==> src/rtl/uart_pkg.sv <==
`default_nettype none
// ============================================================================
// Module      : uart_pkg
// Description : Shared UART types and default frame constants, used by the
//               receiver, the oversampling clock generator and the transmitter.
// Revision    : 1.0 - initial release
// ============================================================================
package uart_pkg;

    // Default oversampling ratio (Sample_clock ticks per bit period)
    localparam int DFLT_OVERSAMPLE = 16;
    // Default number of data bits per frame
    localparam int DFLT_DATA_BITS  = 8;

    // Receiver control states
    typedef enum logic [2:0] {
        IDLE      = 3'd0,
        START     = 3'd1,
        DATA      = 3'd2,
        STOP      = 3'd3,
        WAIT_HIGH = 3'd4
    } rx_state_e;

endpackage : uart_pkg
`default_nettype wire

==> src/rtl/uart_rx_if.sv <==
`default_nettype none
// ============================================================================
// Module      : uart_rx_if
// Description : Serial-side and host-side signal bundle of the UART receiver.
//               'slave' is the receiver view, 'master' the environment view.
// Revision    : 1.0 - initial release
// ============================================================================
interface uart_rx_if
    import uart_pkg::*;
#(
    parameter int DATA_BITS = DFLT_DATA_BITS
) ();

    logic                 Sample_clock;
    logic                 Rx;
    logic [DATA_BITS-1:0] Rx_data;
    logic                 Rx_valid;
    logic                 Framing_error;
    logic                 Rx_busy;

    modport slave (
        input  Sample_clock,
        input  Rx,
        output Rx_data,
        output Rx_valid,
        output Framing_error,
        output Rx_busy
    );

    modport master (
        output Sample_clock,
        output Rx,
        input  Rx_data,
        input  Rx_valid,
        input  Framing_error,
        input  Rx_busy
    );

endinterface : uart_rx_if
`default_nettype wire

==> src/rtl/uart_rx_sync.sv <==
`default_nettype none
// ============================================================================
// Module      : uart_rx_sync
// Description : Two-flop synchronizer for the asynchronous Rx line and
//               rising-edge tick detector for Sample_clock (already in the
//               Sys_clock domain, so it is only registered, not synchronized).
// Revision    : 1.0 - initial release
// ============================================================================
module uart_rx_sync (
    input  wire logic Sys_clock,
    input  wire logic reset,
    input  wire logic sample_clock_i,
    input  wire logic rx_i,
    output logic      rxs_o,
    output logic      tick_o
);

    logic rx_meta_q;
    logic rxs_q;
    logic sample_q;
    logic sample_prev_q;

    // Synchronizer flops reset to the idle-high line level; sample history to 0
    always_ff @(posedge Sys_clock or posedge reset) begin
        if (reset) begin
            rx_meta_q     <= 1'b1;
            rxs_q         <= 1'b1;
            sample_q      <= 1'b0;
            sample_prev_q <= 1'b0;
        end else begin
            rx_meta_q     <= rx_i;
            rxs_q         <= rx_meta_q;
            sample_q      <= sample_clock_i;
            sample_prev_q <= sample_q;
        end
    end

    assign rxs_o  = rxs_q;
    assign tick_o = sample_q & ~sample_prev_q;

endmodule : uart_rx_sync
`default_nettype wire

==> src/rtl/uart_rx.sv <==
`default_nettype none
// ============================================================================
// Module      : uart_rx
// Description : 8N1 serial receiver. Oversampled start detection, mid-bit
//               data sampling, stop-bit check with framing-error reporting
//               and break recovery through WAIT_HIGH.
// Revision    : 1.0 - initial release
// ============================================================================
module uart_rx
    import uart_pkg::*;
#(
    parameter int OVERSAMPLE = DFLT_OVERSAMPLE,
    parameter int DATA_BITS  = DFLT_DATA_BITS
) (
    input  wire logic Sys_clock,
    input  wire logic reset,
    uart_rx_if.slave  bus
);

    localparam int TW = $clog2(OVERSAMPLE);
    localparam int BW = $clog2(DATA_BITS + 1);

    localparam logic [TW-1:0] HALF_LAST = TW'(OVERSAMPLE / 2 - 1);
    localparam logic [TW-1:0] BIT_LAST  = TW'(OVERSAMPLE - 1);
    localparam logic [BW-1:0] DATA_LAST = BW'(DATA_BITS - 1);

    logic rxs;
    logic tick;

    rx_state_e            state_q,    state_d;
    logic [TW-1:0]        tick_cnt_q, tick_cnt_d;
    logic [BW-1:0]        bit_cnt_q,  bit_cnt_d;
    logic [DATA_BITS-1:0] shift_q,    shift_d;
    logic [DATA_BITS-1:0] data_q,     data_d;
    logic                 valid_q,    valid_d;
    logic                 ferr_q,     ferr_d;

    uart_rx_sync u_sync (
        .Sys_clock      (Sys_clock),
        .reset          (reset),
        .sample_clock_i (bus.Sample_clock),
        .rx_i           (bus.Rx),
        .rxs_o          (rxs),
        .tick_o         (tick)
    );

    // State, counters, shift register and registered outputs
    always_ff @(posedge Sys_clock or posedge reset) begin
        if (reset) begin
            state_q    <= IDLE;
            tick_cnt_q <= '0;
            bit_cnt_q  <= '0;
            shift_q    <= '0;
            data_q     <= '0;
            valid_q    <= 1'b0;
            ferr_q     <= 1'b0;
        end else begin
            state_q    <= state_d;
            tick_cnt_q <= tick_cnt_d;
            bit_cnt_q  <= bit_cnt_d;
            shift_q    <= shift_d;
            data_q     <= data_d;
            valid_q    <= valid_d;
            ferr_q     <= ferr_d;
        end
    end

    // Next-state and Mealy output decode; everything advances only on a tick
    always_comb begin
        state_d    = state_q;
        tick_cnt_d = tick_cnt_q;
        bit_cnt_d  = bit_cnt_q;
        shift_d    = shift_q;
        data_d     = data_q;
        valid_d    = 1'b0;
        ferr_d     = 1'b0;

        if (tick) begin
            case (state_q)
                IDLE: begin
                    if (!rxs) begin
                        state_d    = START;
                        tick_cnt_d = '0;
                        bit_cnt_d  = '0;
                    end
                end
                START: begin
                    if (tick_cnt_q == HALF_LAST) begin
                        // A line back high at mid-start is a glitch, not a frame
                        state_d    = rxs ? IDLE : DATA;
                        tick_cnt_d = '0;
                        bit_cnt_d  = '0;
                    end else begin
                        tick_cnt_d = tick_cnt_q + TW'(1);
                    end
                end
                DATA: begin
                    if (tick_cnt_q == BIT_LAST) begin
                        tick_cnt_d = '0;
                        shift_d    = {rxs, shift_q[DATA_BITS-1:1]};
                        if (bit_cnt_q == DATA_LAST) begin
                            state_d   = STOP;
                            bit_cnt_d = '0;
                        end else begin
                            bit_cnt_d = bit_cnt_q + BW'(1);
                        end
                    end else begin
                        tick_cnt_d = tick_cnt_q + TW'(1);
                    end
                end
                STOP: begin
                    if (tick_cnt_q == BIT_LAST) begin
                        tick_cnt_d = '0;
                        if (rxs) begin
                            data_d  = shift_q;
                            valid_d = 1'b1;
                            state_d = IDLE;
                        end else begin
                            ferr_d  = 1'b1;
                            state_d = WAIT_HIGH;
                        end
                    end else begin
                        tick_cnt_d = tick_cnt_q + TW'(1);
                    end
                end
                WAIT_HIGH: begin
                    // Hold here through a break so it reports only one error
                    if (rxs) begin
                        state_d    = IDLE;
                        tick_cnt_d = '0;
                    end
                end
                default: begin
                    state_d    = IDLE;
                    tick_cnt_d = '0;
                    bit_cnt_d  = '0;
                end
            endcase
        end
    end

    assign bus.Rx_data       = data_q;
    assign bus.Rx_valid      = valid_q;
    assign bus.Framing_error = ferr_q;
    assign bus.Rx_busy       = (state_q != IDLE);

endmodule : uart_rx
`default_nettype wire

==> src/flat_wrapper.sv <==
// flat-port wrapper written by rule: the top's interface ports become plain ports
module uart_rx_flat import uart_pkg::*;
#(
    parameter int OVERSAMPLE = DFLT_OVERSAMPLE,
    parameter int DATA_BITS  = DFLT_DATA_BITS
)
  (Sys_clock, reset, bus_Sample_clock, bus_Rx, bus_Rx_data, bus_Rx_valid, bus_Framing_error, bus_Rx_busy);
  uart_rx_if #(.DATA_BITS(DATA_BITS)) bus_i ();
  input  wire logic Sys_clock;
  input  wire logic reset;
  input wire logic [$bits(bus_i.Sample_clock)-1:0] bus_Sample_clock;
  input wire logic [$bits(bus_i.Rx)-1:0] bus_Rx;
  output wire logic [$bits(bus_i.Rx_data)-1:0] bus_Rx_data;
  output wire logic [$bits(bus_i.Rx_valid)-1:0] bus_Rx_valid;
  output wire logic [$bits(bus_i.Framing_error)-1:0] bus_Framing_error;
  output wire logic [$bits(bus_i.Rx_busy)-1:0] bus_Rx_busy;
  assign bus_i.Sample_clock = bus_Sample_clock;
  assign bus_i.Rx = bus_Rx;
  assign bus_Rx_data = bus_i.Rx_data;
  assign bus_Rx_valid = bus_i.Rx_valid;
  assign bus_Framing_error = bus_i.Framing_error;
  assign bus_Rx_busy = bus_i.Rx_busy;
  uart_rx #(.OVERSAMPLE(OVERSAMPLE), .DATA_BITS(DATA_BITS)) u_core (.Sys_clock(Sys_clock), .reset(reset), .bus(bus_i));
endmodule
==> config.mk <==
export PLATFORM = sky130hd
export DESIGN_NAME = uart_rx_flat
export DESIGN_NICKNAME = d
export VERILOG_FILES = /design/src/rtl/uart_pkg.sv /design/src/rtl/uart_rx_if.sv /design/src/rtl/uart_rx_sync.sv /design/src/rtl/uart_rx.sv /design/src/flat_wrapper.sv
export SDC_FILE = /design/constraint.sdc
export NUM_CORES = 1
export LEC_CHECK = 0
export ABC_AREA = 1
export CAP_MARGIN = 40
export CELL_PAD_IN_SITES_DETAIL_PLACEMENT = 1
export CELL_PAD_IN_SITES_GLOBAL_PLACEMENT = 1
export CORE_MARGIN = 2
export CORE_UTILIZATION = 38
export CTS_CLUSTER_SIZE = 24
export DETAILED_ROUTE_END_ITERATION = 8
export PLACE_DENSITY_LB_ADDON = 0.05
export SLEW_MARGIN = 10
export SYNTH_ARGS = -nofsm -noshare
export SYNTH_HDL_FRONTEND = slang
export SYNTH_SLANG_ARGS = --single-unit
==> constraint.sdc <==
create_clock -name Sys_clock -period 1.45 [get_ports Sys_clock]
set_input_delay 0.145 -clock Sys_clock [delete_from_list [all_inputs] [get_ports Sys_clock]]
set_output_delay 0.145 -clock Sys_clock [all_outputs]
set_load 0.01 [all_outputs]
* After elaboration in Yosys (flattened, before gate mapping)
Index checks and enable logic that the tools add are counted.
Cells by class: add/subtract/negate cells 2, eq/ne operators 13, muxes and demuxes 26, bitwise logic cells 3, reductions and logical operators 9
Operators with widths (number):
- case mux 4 bit (4 select lines) | 2
- 2-to-1 mux 4 bit | 7
- 2-to-1 mux 3 bit | 7
- case mux 3 bit (5 select lines) | 1
- adder 4 x 1 -> 4 bit, second input constant | 2
- equality test 4 x 3 -> 1 bit, second input constant | 2
- 2-to-1 mux 1 bit | 8
- != test 2 x 1 -> 1 bit, second input constant | 4
- AND reduction 7 bit | 1
- equality test 3 x 2 -> 1 bit, second input constant | 2
- AND reduction 3 bit | 2
- AND reduction 5 bit | 1
- equality test 4 bit, second input constant | 1
- != test 2 bit, second input constant | 2
- AND reduction 4 bit | 1
- OR reduction 2 bit | 2
- equality test 3 x 1 -> 1 bit, second input constant | 1
- equality test 3 bit, second input constant | 1
- logical NOT 3 bit | 1
- nonzero test 3 bit | 1
- 2-to-1 mux 2 bit | 1
- inverter 1 bit | 2
- AND 1 bit | 1
Storage, ports and cells: register bits 33, bits of input ports 4, output and inout bits 11

* Depth between registers and ports, before layout
Gate-level depths: netlist (run 1).
depth in word-level cells 4, depth in mapped cells 10

* Hierarchy
A second synthesis (run 1) with hierarchy kept.
Second synthesis, totals: cell total of the unflattened synthesis 187, area total of the unflattened synthesis 1597.8 sq um
By module, submodules not included:
- uart_rx | instances 1, cells each 180, area an instance 1481.4 sq um, sequential area each 725.7 sq um
- uart_rx_sync | instances 1, cells each 7, area an instance 116.4 sq um, sequential area each 102.6 sq um

* Worst setup path before layout (run 1)
OpenSTA, ideal clock, no wires.
path type reg2reg, start register u_core.tick_cnt_q[0], end register u_core.shift_q[0], library setup time 0.117 ns, arrival time 1.250 ns, slack 0.083 ns, cell stages (with the launch flop) 10, cell sequence dfrtp_1 -> ha_1 -> nand2_1 -> inv_2 -> nand2_2 -> nor3_2 -> nand2_2 -> buf_6 -> nand2_1 -> o21ai_2
Between the ends: word-level cells in the longest chain between the ends 2
RTL lines:
- start: declaration | line uart_rx.sv:31 | logic [TW-1:0] tick_cnt_q, tick_cnt_d;
- start signal: assignment | line uart_rx.sv:59 | tick_cnt_q <= tick_cnt_d;
- equality test 4 bit | line uart_rx.sv:98 | if (tick_cnt_q == BIT_LAST) begin
- AND reduction 3 bit (no source line)
- end signal: assignment | line uart_rx.sv:61 | shift_q <= shift_d;
- end: declaration | line uart_rx.sv:33 | logic [DATA_BITS-1:0] shift_q, shift_d;
No other way between the ends. A chain may end at the register's enable or synchronous reset.

* Final worst setup path (run 1)
start register u_core.tick_cnt_q[1], end register u_core.shift_q[6]
The elaborated chain is that of the path after synthesis.

==> results of run 1 <==
==> worst min-delay path, cell delays in order <==
cell             delay, ns
clkdlybuf4s50_1       0.40
inv_1                 0.09
buf_12                0.21
==> metrics by stage <==
stage               instance area (µm²)  power, µW
floorplan                          1600       1560
global placement                   1840       1760
detailed placement                 1840       1790
CTS                                2000       2630
global route                       2170       2890
finish                             2170       2690
==> state kept, by name, indices dropped and copies added (netlist names) <==
| name | cells |
|---|---|
| u_core.bit_cnt_q | 4 |
| u_core.bus.Framing_error | 1 |
| u_core.bus.Rx_data | 8 |
| u_core.bus.Rx_valid | 1 |
| u_core.shift_q | 8 |
| u_core.state_q | 3 |
| u_core.tick_cnt_q | 4 |
| u_core.u_sync.rx_meta_q | 1 |
| u_core.u_sync.rxs_o | 1 |
| u_core.u_sync.sample_prev_q | 1 |
| u_core.u_sync.sample_q | 1 |
==> layout make-up <==
type                            count  area, µm²  area share
Sequential cell                    33        832       0.383
Multi-Input combinational cell    128        790       0.363
Timing Repair Buffer               30        302       0.139
Inverter                           23       91.3      0.0420
Clock buffer                        6       82.6      0.0380
Tap cell                           50       62.6      0.0288
Clock inverter                      2       13.8     0.00633
==> what timing repair did <==
action | CTS | global route
buffers inserted | 4 | 6
gates cloned | 0 | 2
endpoints found under the setup margin | 24 | 26
gates resized for setup | 13 | 24
pin swaps | 2 | 6
==> power by group through the flow <==
stage,clock (µW),sequential (µW),combinational [µW]
2_1_floorplan,0,1080,485
3_3_place_gp,0,1110,653
3_5_place_dp,0,1120,672
4_1_cts,764,1080,786
5_1_grt,805,1100,985
6_report,730,1090,869
==> layout by cell type, fill, tap and decap left out, drive strengths merged <==
master / Yosys / routed
clkinv: 0 / 2
clkdlybuf4s50: 0 / 13
clkbuf: 0 / 7
nand3: 13 / 13
dfrtp: 31 / 31
ha: 2 / 2
dfstp: 2 / 2
nor2: 26 / 26
or2: 2 / 2
inv: 23 / 23
nand2: 55 / 55
nand4: 1 / 2
dlygate4sd2: 0 / 1
nor3: 2 / 2
a21oi: 1 / 1
buf: 3 / 15
o21ai: 25 / 25
==> cell families after synthesis <==
group                    share of synthesized area
AND/OR/NAND/NOR                              0.289
flip-flops                                   0.518
AO/OA/AOI/OAI                                0.107
buffers and inverters                       0.0704
adder cells (fa/ha/maj)                     0.0156
==> layer usage <==
metal | routed length [µm] | vias up | GRT usage
li1 | - | 654 | -
met1 | 1760 | 632 | 0.227
met2 | 2130 | 18 | 0.292
met3 | 117 | 6 | 0.0649
met4 | 48 | 0 | 0.0588
met5 | 0 | - | 0
==> worst paths after layout <==
check / slack, ns / depth (start not counted) / endpoint
max: -0.005 / 9 / u_core.shift_q[6]
min: 0.20 / 3 / u_core.bit_cnt_q[1]
max reg2reg: -0.005 / 9 / u_core.shift_q[6]
min reg2reg: 0.36 / 0 / u_core.u_sync.rxs_o
max in group asynchronous: 1.00 / 3 / u_core.u_sync.rx_meta_q
min in group Sys_clock: 0.27 / 1 / u_core.u_sync.rx_meta_q
==> impl_metrics.csv, run 1 <==
group,metric,value,unit
synth,yosys.area.top_type,"dfrtp_1",
floorplanning,row_count,23,
timing,period_share,1.00,
layout,final_core_util,0.539,
routing,antenna_left,0,
synth,syn_nets,192,
synth,yosys_warnings,0,
critical_path,crit_type,"register to register",
power_and_ir_drop,internal-power,1740,µW
clock_tree,cts.htree.levels,2,
clock_tree,clock_path_buffers,2,
routing,drt-total-wl,4050,µm
global_routing,grt_pass1_vias,1352,
timing,hold_viol,0,
routing,first_pass_iters,4,
hold_path,hold_path.class,"input port to asynchronous set/reset pin",
critical_path,crit_slowest_cell,"dfrtp_1",
critical_path,crit_required,1.63,ns
synth,yosys-top-cells-area,"dfrtp_1 48%, nand2_1 12%, o21ai_2 6.0%, inv_1 4.7%, nor2_1 4.7%",
floorplanning,die_h,68.9,µm
critical_path,critPathTopFamily,"simple AND/OR/NAND/NOR gates",
critical_path,critical_path.max_fanout,8,
timing,skew,0.00936,ns
clock_tree,cts_tree,"built",
synth,synth_top_cells_by_count,"51 x nand2_1, 31 x dfrtp_1, 20 x inv_1, 20 x nor2_1",
critical_path,cp-end-kind,"register",
floorplanning,coreArea,4030,µm²
clock_tree,clk_pin_slew,0.07,ns
status,status,"finished, violations left",
synth,synth_cells,186,
timing,final_max_slew_viol_count,0,
layout,diodes,0,
critical_path,r2r-start,"u_core.tick_cnt_q[1]",
timing,worstMarginPinSlew,0.309,ns
power_and_ir_drop,power.density,1240,nW/µm²
synth,synth.most_common_cell,"nand2_1",
power_and_ir_drop,cellLeakagePower,0.00105,µW
synth,synth_edf_count,0,
timing,slew_headroom,0.793,
layout,syn_to_final_growth,35.8,%
placed_design,dpl.hpwl,2600,µm
placed_design,gp_congestion,0.821,
timing,whs,0.196,ns
routing,vias,1310,
critical_path,cp_num_buf_inv,2,
synth,ys_seq_area_frac,0.518,
clock_tree,hold_buffers,0,
global_routing,antenna_found_initial,0,
timing,finalWorstSetupSlack,-0.00513,ns
critical_path,path_cells,"ha_4 -> nand2_4 -> inv_4 -> nand2_4 -> nor3_4 -> nand2_2 -> buf_12 -> nand2_2 -> o21ai_2",
synth,synth_top_area_share,0.485,
timing,fin_setup_tns,-0.00513,ns
routing,post_drt_wl_per_cell,14.9,µm
synth,ys_seq_elements,33,
clock_tree,clk_latency,0.29,ns
layout,fillCellCount,485,
layout,fin_nets,227,
synth,avgSynthCellArea,8.60,µm²
timing,final.min_clock_period,1.46,ns
layout,fin_cells,272,
power_and_ir_drop,pwr-share-comb,0.323,
synth,yosys_most_used_dff,"dfrtp_1",
power_and_ir_drop,power_frac_seq,0.405,
power_and_ir_drop,peakVddDrop,0.000696,V
global_routing,grt_util_all_layers,0.181,
critical_path,critPathArrivalTime,1.64,ns
placed_design,place_ws,-0.0586,ns
synth,syn_area,1600,µm²
timing,timing.fmax,687,MHz
floorplanning,die_area,4750,µm²
synth,synth_cell_types,24,
floorplanning,initial_core_util,0.397,
clock_tree,cts_root_buf,"clkbuf_8",
placed_design,dp.cells,252,
global_routing,grt_pass1_wl,6160,µm
critical_path,crit_start,"u_core.tick_cnt_q[1]",
routing,drt_iter0_markers,51,
floorplanning,ios,15,
global_routing,grt_start_max_net_pins,34,
timing,setup_viol,1,
power_and_ir_drop,pwr-share-clk,0.271,
clock_tree,cts_buffers,5,
power_and_ir_drop,power_switching,954,µW
layout,drive_above_1_share,0.347,
timing,rsz0062_at_grt,"true",
floorplanning,dieWidth,68.9,µm
routing,viasPerCell,4.82,
routing,drc_errors,0,
critical_path,startpoint_type,"register",
placed_design,portBuffers,14,
global_routing,grt-ovfl-total,0,
critical_path,critPathMaxStageDelay,0.39,ns
clock_tree,cts_sinks,33,
power_and_ir_drop,switching_share,0.355,
synth,async_reset_ff_frac,1.00,
job,drv_cap,0,
status,violations,"setup timing",
Note: power is estimated with default switching activity, not from simulation.
==> run 2, diff against run 1 <==
--- a/config.mk
+++ b/config.mk
@@ -13,8 +13,9 @@
 export CORE_UTILIZATION = 38
 export CTS_CLUSTER_SIZE = 24
 export DETAILED_ROUTE_END_ITERATION = 8
-export PLACE_DENSITY_LB_ADDON = 0.05
+export PLACE_DENSITY_LB_ADDON = 0.1
 export SLEW_MARGIN = 10
 export SYNTH_ARGS = -nofsm -noshare
 export SYNTH_HDL_FRONTEND = slang
 export SYNTH_SLANG_ARGS = --single-unit
+export TNS_END_PERCENT = 20
==> run 2 against run 1 <==
  * The flow still finishes with violations (setup timing)
  * Clock power shrank 3%
  * Sequential share of layout area fell by 0.56 points
  * Critical endpoint is now u_core.bit_cnt_q[0]
  * Worst hold slack gained 0.016 ns
  * Utilization is 0.81 points higher
  * Via count rose by 4.0%
  * Maximum frequency fell by 1.8%
  * Die area stayed put
  * Worst setup slack got worse by 0.026 ns
  * Combinational power rose by 4.8%
  * Register-to-register slack got worse by 0.03 ns
  * Sequential power is essentially flat
  * Highest routed layer unchanged
  * Power grew 0.45%
==> impl_metrics.csv, run 2 (same netlist as run 1, synthesis figures left out) <==
group,metric,value,unit
routing,post_drt_wl_per_cell,15.0,µm
timing,setup_viol,2,
critical_path,critPathArrivalTime,1.68,ns
layout,mostFrequentLayoutCell,"nand2_1",
job,drv_cap,0,
power_and_ir_drop,power.density,1220,nW/µm²
placed_design,dp.cells,253,
floorplanning,dieWidth,68.9,µm
routing,drc_errors,0,
global_routing,grt_pass1_vias,1332,
critical_path,critPathMaxStageDelay,0.43,ns
global_routing,grt-ovfl-total,0,
clock_tree,clock_path_buffers,2,
timing,whs,0.212,ns
routing,vias,1363,
status,violations,"setup timing",
floorplanning,initial_core_util,0.397,
power_and_ir_drop,cellLeakagePower,0.00106,µW
placed_design,portBuffers,14,
layout,drive_above_1_share,0.357,
floorplanning,ios,15,
critical_path,cp_num_buf_inv,2,
placed_design,dpl.hpwl,2530,µm
floorplanning,coreArea,4030,µm²
clock_tree,clk_pin_slew,0.07,ns
status,status,"finished, violations left",
layout,syn_to_final_growth,37.8,%
layout,layout_common_cells,"40 x nand2_1, 28 x dfrtp_1, 20 x inv_1",
critical_path,path_cells,"buf_4 -> inv_1 -> nand2_2 -> nor2_4 -> nand2_2 -> or2_1 -> o21ai_1",
layout,diodes,0,
critical_path,path_depth,7,
routing,first_pass_iters,2,
critical_path,cp-end-kind,"register",
critical_path,startpoint_type,"register",
floorplanning,die_area,4750,µm²
clock_tree,cts_sinks,33,
routing,drt_iter0_markers,19,
power_and_ir_drop,peakVddDrop,0.000702,V
critical_path,critPathTopFamily,"simple AND/OR/NAND/NOR gates",
critical_path,critical_path.max_fanout,6,
routing,antenna_left,0,
timing,rsz0062_at_grt,"true",
critical_path,r2r-start,"u_core.state_q[0]",
timing,period_share,1.02,
timing,slew_headroom,0.811,
routing,viasPerCell,4.92,
placed_design,gp_congestion,0.798,
timing,hold_viol,0,
global_routing,grt_util_all_layers,0.181,
critical_path,ff2ff_path_depth,7,
critical_path,crit_required,1.65,ns
routing,drt-total-wl,4140,µm
timing,timing.fmax,675,MHz
clock_tree,clk_latency,0.28,ns
critical_path,crit_path_frequent_cell,"nand2_2",
timing,final.min_clock_period,1.48,ns
timing,finalWorstSetupSlack,-0.0315,ns
floorplanning,die_h,68.9,µm
hold_path,hold_path.class,"input port to asynchronous set/reset pin",
clock_tree,cts_root_buf,"clkbuf_8",
layout,fin_cells,277,
floorplanning,row_count,23,
timing,worstMarginPinSlew,0.283,ns
placed_design,place_ws,-0.00625,ns
timing,fin_setup_tns,-0.0330,ns
critical_path,crit_slowest_cell,"dfrtp_2",
critical_path,crit_type,"register to register",
clock_tree,cts_buffers,5,
layout,fin_nets,232,
global_routing,grt_start_max_net_pins,34,
timing,final_max_slew_viol_count,0,
critical_path,rrSetupSlack,-0.03,ns
clock_tree,hold_buffers,0,
timing,skew,0.00660,ns
global_routing,grt_pass1_wl,6220,µm
clock_tree,cts.htree.levels,2,
critical_path,r2r-end,"u_core.bit_cnt_q[0]",
clock_tree,cts_tree,"built",
global_routing,antenna_found_initial,0,
==> run 2: stage by stage <==
step | area, µm² | power, µW | util
3_3_place_gp | 1850 | 1770 | 0.458
5_1_grt | 2210 | 2890 | 0.548
6_report | 2210 | 2700 | 0.548
4_1_cts | 1970 | 2560 | 0.490
3_5_place_dp | 1850 | 1780 | 0.458
2_1_floorplan | 1600 | 1560 | -
==> run 2: final cells by class <==
| cell class | count | area (µm²) |
|---|---|---|
| Fill cell | 458 | 1820 |
| Sequential cell | 33 | 832 |
| Multi-Input combinational cell | 128 | 787 |
| Timing Repair Buffer | 35 | 343 |
| Inverter | 23 | 91.3 |
| Clock buffer | 8 | 90.1 |
| Tap cell | 50 | 62.6 |
==> run 2: tightest hold or removal path, cell delays in order <==
cell and delay (ns):
clkdlybuf4s50_1 0.40, inv_1 0.10, buf_12 0.22
==> run 2: worst max-delay path by stage <==
stage / slack [ns] / endpoint / startpoint
2_1_floorplan: 0.08 / u_core.shift_q[0] / u_core.tick_cnt_q[0]
3_3_place_gp: 0.04 / u_core.shift_q[5] / u_core.tick_cnt_q[0]
3_5_place_dp: -0.006 / u_core.bit_cnt_q[3] / u_core.tick_cnt_q[0]
4_1_cts: -0.02 / u_core.bit_cnt_q[2] / u_core.tick_cnt_q[0]
5_1_grt: -0.11 / u_core.bit_cnt_q[0] / u_core.state_q[0]
6_report: -0.03 / u_core.bit_cnt_q[0] / u_core.state_q[0]
==> run 2: where the power goes <==
part	switching, µW	internal [µW]
clock	323	387
sequential	74.9	1010
combinational	550	361
total	948	1750
==> run 2: per-layer routing <==
metal  GRT usage  wire, µm  vias to the layer above
li1            -         -                      666
met5           0         0                        -
met4      0.0588        37                        0
met2       0.282      2080                       14
met1       0.246      1920                      679
met3      0.0487        99                        4
==> run 2: repair_timing <==
action                     in CTS  in global routing
gates resized for setup         6                 32
setup endpoints to repair      10                 27
pin swaps                       1                  9
buffers inserted                3                 11
gates cloned                    0                  2
==> run 3, diff against run 2 <==
--- a/config.mk
+++ b/config.mk
@@ -13,7 +13,8 @@
 export CORE_UTILIZATION = 38
 export CTS_CLUSTER_SIZE = 24
 export DETAILED_ROUTE_END_ITERATION = 8
-export PLACE_DENSITY_LB_ADDON = 0.1
+export GPL_ROUTABILITY_DRIVEN = 0
+export PLACE_DENSITY_LB_ADDON = 0.12
 export SLEW_MARGIN = 10
 export SYNTH_ARGS = -nofsm -noshare
 export SYNTH_HDL_FRONTEND = slang
==> constraint.sdc (replaced) <==
create_clock -name Sys_clock -period 1.45 [get_ports Sys_clock]
set_input_delay 0.145 -clock Sys_clock [delete_from_list [all_inputs] [get_ports Sys_clock]]
set_output_delay 0.145 -clock Sys_clock [all_outputs]
set_load 0.02 [all_outputs]
==> run 3 against run 2 <==
  * The run now ends clean
  * Sequential share of layout area is 2.3 points higher
  * Global-route usage down 0.60 points
  * Cell area is 5.8% lower
  * Combinational power fell by 15%
  * First-iteration DRC count rose to 2.9 times the previous value
  * Worst hold slack got worse by 0.016 ns
  * Die area unchanged
  * Clock skew is essentially flat
  * Routed wire length shrank 7.0%
  * Highest routed layer unchanged
==> impl_metrics.csv, run 3 (same netlist as run 1, synthesis figures left out) <==
group,metric,value,unit
global_routing,grt_util_all_layers,0.175,
routing,drc_errors,0,
placed_design,portBuffers,14,
placed_design,dpl.hpwl,2750,µm
power_and_ir_drop,peakVddDrop,0.000764,V
job,drv_cap,0,
clock_tree,cts.htree.levels,2,
floorplanning,coreArea,4030,µm²
timing,timing.fmax,695,MHz
power_and_ir_drop,cellLeakagePower,0.00104,µW
layout,layout_common_cells,"45 x nand2_1, 28 x dfrtp_1, 19 x inv_1",
global_routing,grt_start_max_net_pins,22,
global_routing,grt_pass1_vias,1318,
clock_tree,cts_sinks,33,
critical_path,cp-end-kind,"register",
layout,multi_input_area,743,µm²
critical_path,ff2ff_path_depth,7,
floorplanning,initial_core_util,0.397,
hold_path,hold_path.class,"input port to asynchronous set/reset pin",
critical_path,crit_type,"register to register",
clock_tree,hold_buffers,0,
critical_path,startpoint_type,"register",
routing,antenna_left,0,
global_routing,antenna_found_initial,0,
timing,fin_setup_tns,0,ns
global_routing,grt_pass1_wl,5950,µm
layout,fillCellCount,490,
timing,slew_headroom,0.779,
clock_tree,cts_buffers,5,
critical_path,critPathArrivalTime,1.60,ns
clock_tree,clk_pin_slew,0.07,ns
routing,wl_met1,1710,µm
clock_tree,cts_tree,"built",
layout,final_core_util,0.516,
layout,fin_nets,225,
status,status,"completed",
power_and_ir_drop,power.density,1230,nW/µm²
floorplanning,ios,15,
floorplanning,dieWidth,68.9,µm
timing,setup_viol,0,
timing,skew,0.00630,ns
timing,final.min_clock_period,1.44,ns
global_routing,grt-ovfl-total,0,
layout,seq_area,832,µm²
clock_tree,clock_path_buffers,2,
layout,diodes,0,
routing,first_pass_iters,4,
timing,period_share,0.992,
routing,viasPerCell,4.86,
timing,hold_viol,0,
layout,mostFrequentLayoutCell,"nand2_1",
routing,vias,1312,
floorplanning,die_h,68.9,µm
critical_path,critical_path.max_fanout,8,
timing,worstMarginPinSlew,0.328,ns
layout,drive_above_1_share,0.309,
routing,wl_met3,78,µm
timing,final_max_slew_viol_count,0,
floorplanning,die_area,4750,µm²
layout,syn_to_final_growth,29.9,%
routing,wl_met2,2020,µm
critical_path,crit_required,1.62,ns
clock_tree,clk_latency,0.28,ns
routing,drt-total-wl,3850,µm
routing,drt_iter0_markers,56,
placed_design,dp.cells,258,
routing,post_drt_wl_per_cell,14.3,µm
layout,fin_cells,270,
clock_tree,cts_root_buf,"clkbuf_8",
routing,highest_layer,"met4",
floorplanning,row_count,23,
timing,rsz0062_at_grt,"true",
[run 3: cell count changes in the layout (fill, tap and decap cells not counted), moves of 3 or more]
cell,before,now
nand2_2,10,7
buf_4,17,13
nor2_1,15,18
nand2_1,40,45
[run 3: per-stage QoR]
step	hold slack [ns]	total power (µW)	cell area (µm²)	setup WS [ns]
4_1_cts	0.208	2510	1980	0.0234
2_1_floorplan	0.149	1580	1600	0.0827
6_report	0.195	2550	2080	0.0118
3_5_place_dp	0.348	1830	1870	-0.0324
3_3_place_gp	0.348	1800	1870	0.0417
5_1_grt	0.225	2750	2080	-0.0683
[run 3: area by class of cell]
class	instances	share of cell area
Clock buffer	5	0.0331
Clock inverter	3	0.00843
Inverter	23	0.0439
Multi-Input combinational cell	128	0.358
Sequential cell	33	0.400
Tap cell	50	0.0301
Timing Repair Buffer	28	0.126
[run 3: critical path, cell delays in order (launching register included)]
cell and delay, ns:
dfrtp_1 0.40, ha_4 0.17, nand2_4 0.08, nor2_4 0.18, buf_4 0.15, nand4_4 0.15
nand2_1 0.11, o21ai_1 0.08
[run 3: path summary, 6_finish.rpt]
check / to / start / slack (ns)
worst max-delay path: u_core.bus.Rx_data[2] / u_core.tick_cnt_q[1] / 0.01
worst min-delay path: u_core.bit_cnt_q[3] / reset / 0.20
worst max register to register: u_core.bus.Rx_data[2] / u_core.tick_cnt_q[1] / 0.01
worst min register to register: u_core.u_sync.rxs_o / u_core.u_sync.rx_meta_q / 0.36
max in group asynchronous: u_core.bus.Rx_data[7] / reset / 1.00
min in group Sys_clock: u_core.u_sync.rx_meta_q / bus_Rx / 0.27
[run 3: power by group]
group          switching (µW)  internal, µW  total (µW)  leakage (µW)
Combinational             473           302         775      0.000557
Clock                     335           331         665     0.0000439
Sequential                108          1010        1110      0.000440
Total                     915          1640        2550       0.00104
[run 3: layer usage]
metal | vias to the layer above | GRT usage
met5 | - | 0
met4 | 0 | 0.0588
met3 | 4 | 0.0438
met2 | 12 | 0.299
met1 | 646 | 0.216
li1 | 650 | -
[run 3: what timing repair did]
action,CTS,global route
gates resized for setup,7,21
gates cloned,0,1
pin swaps,0,9
endpoints found under the setup margin,17,29
setup buffers,0,3
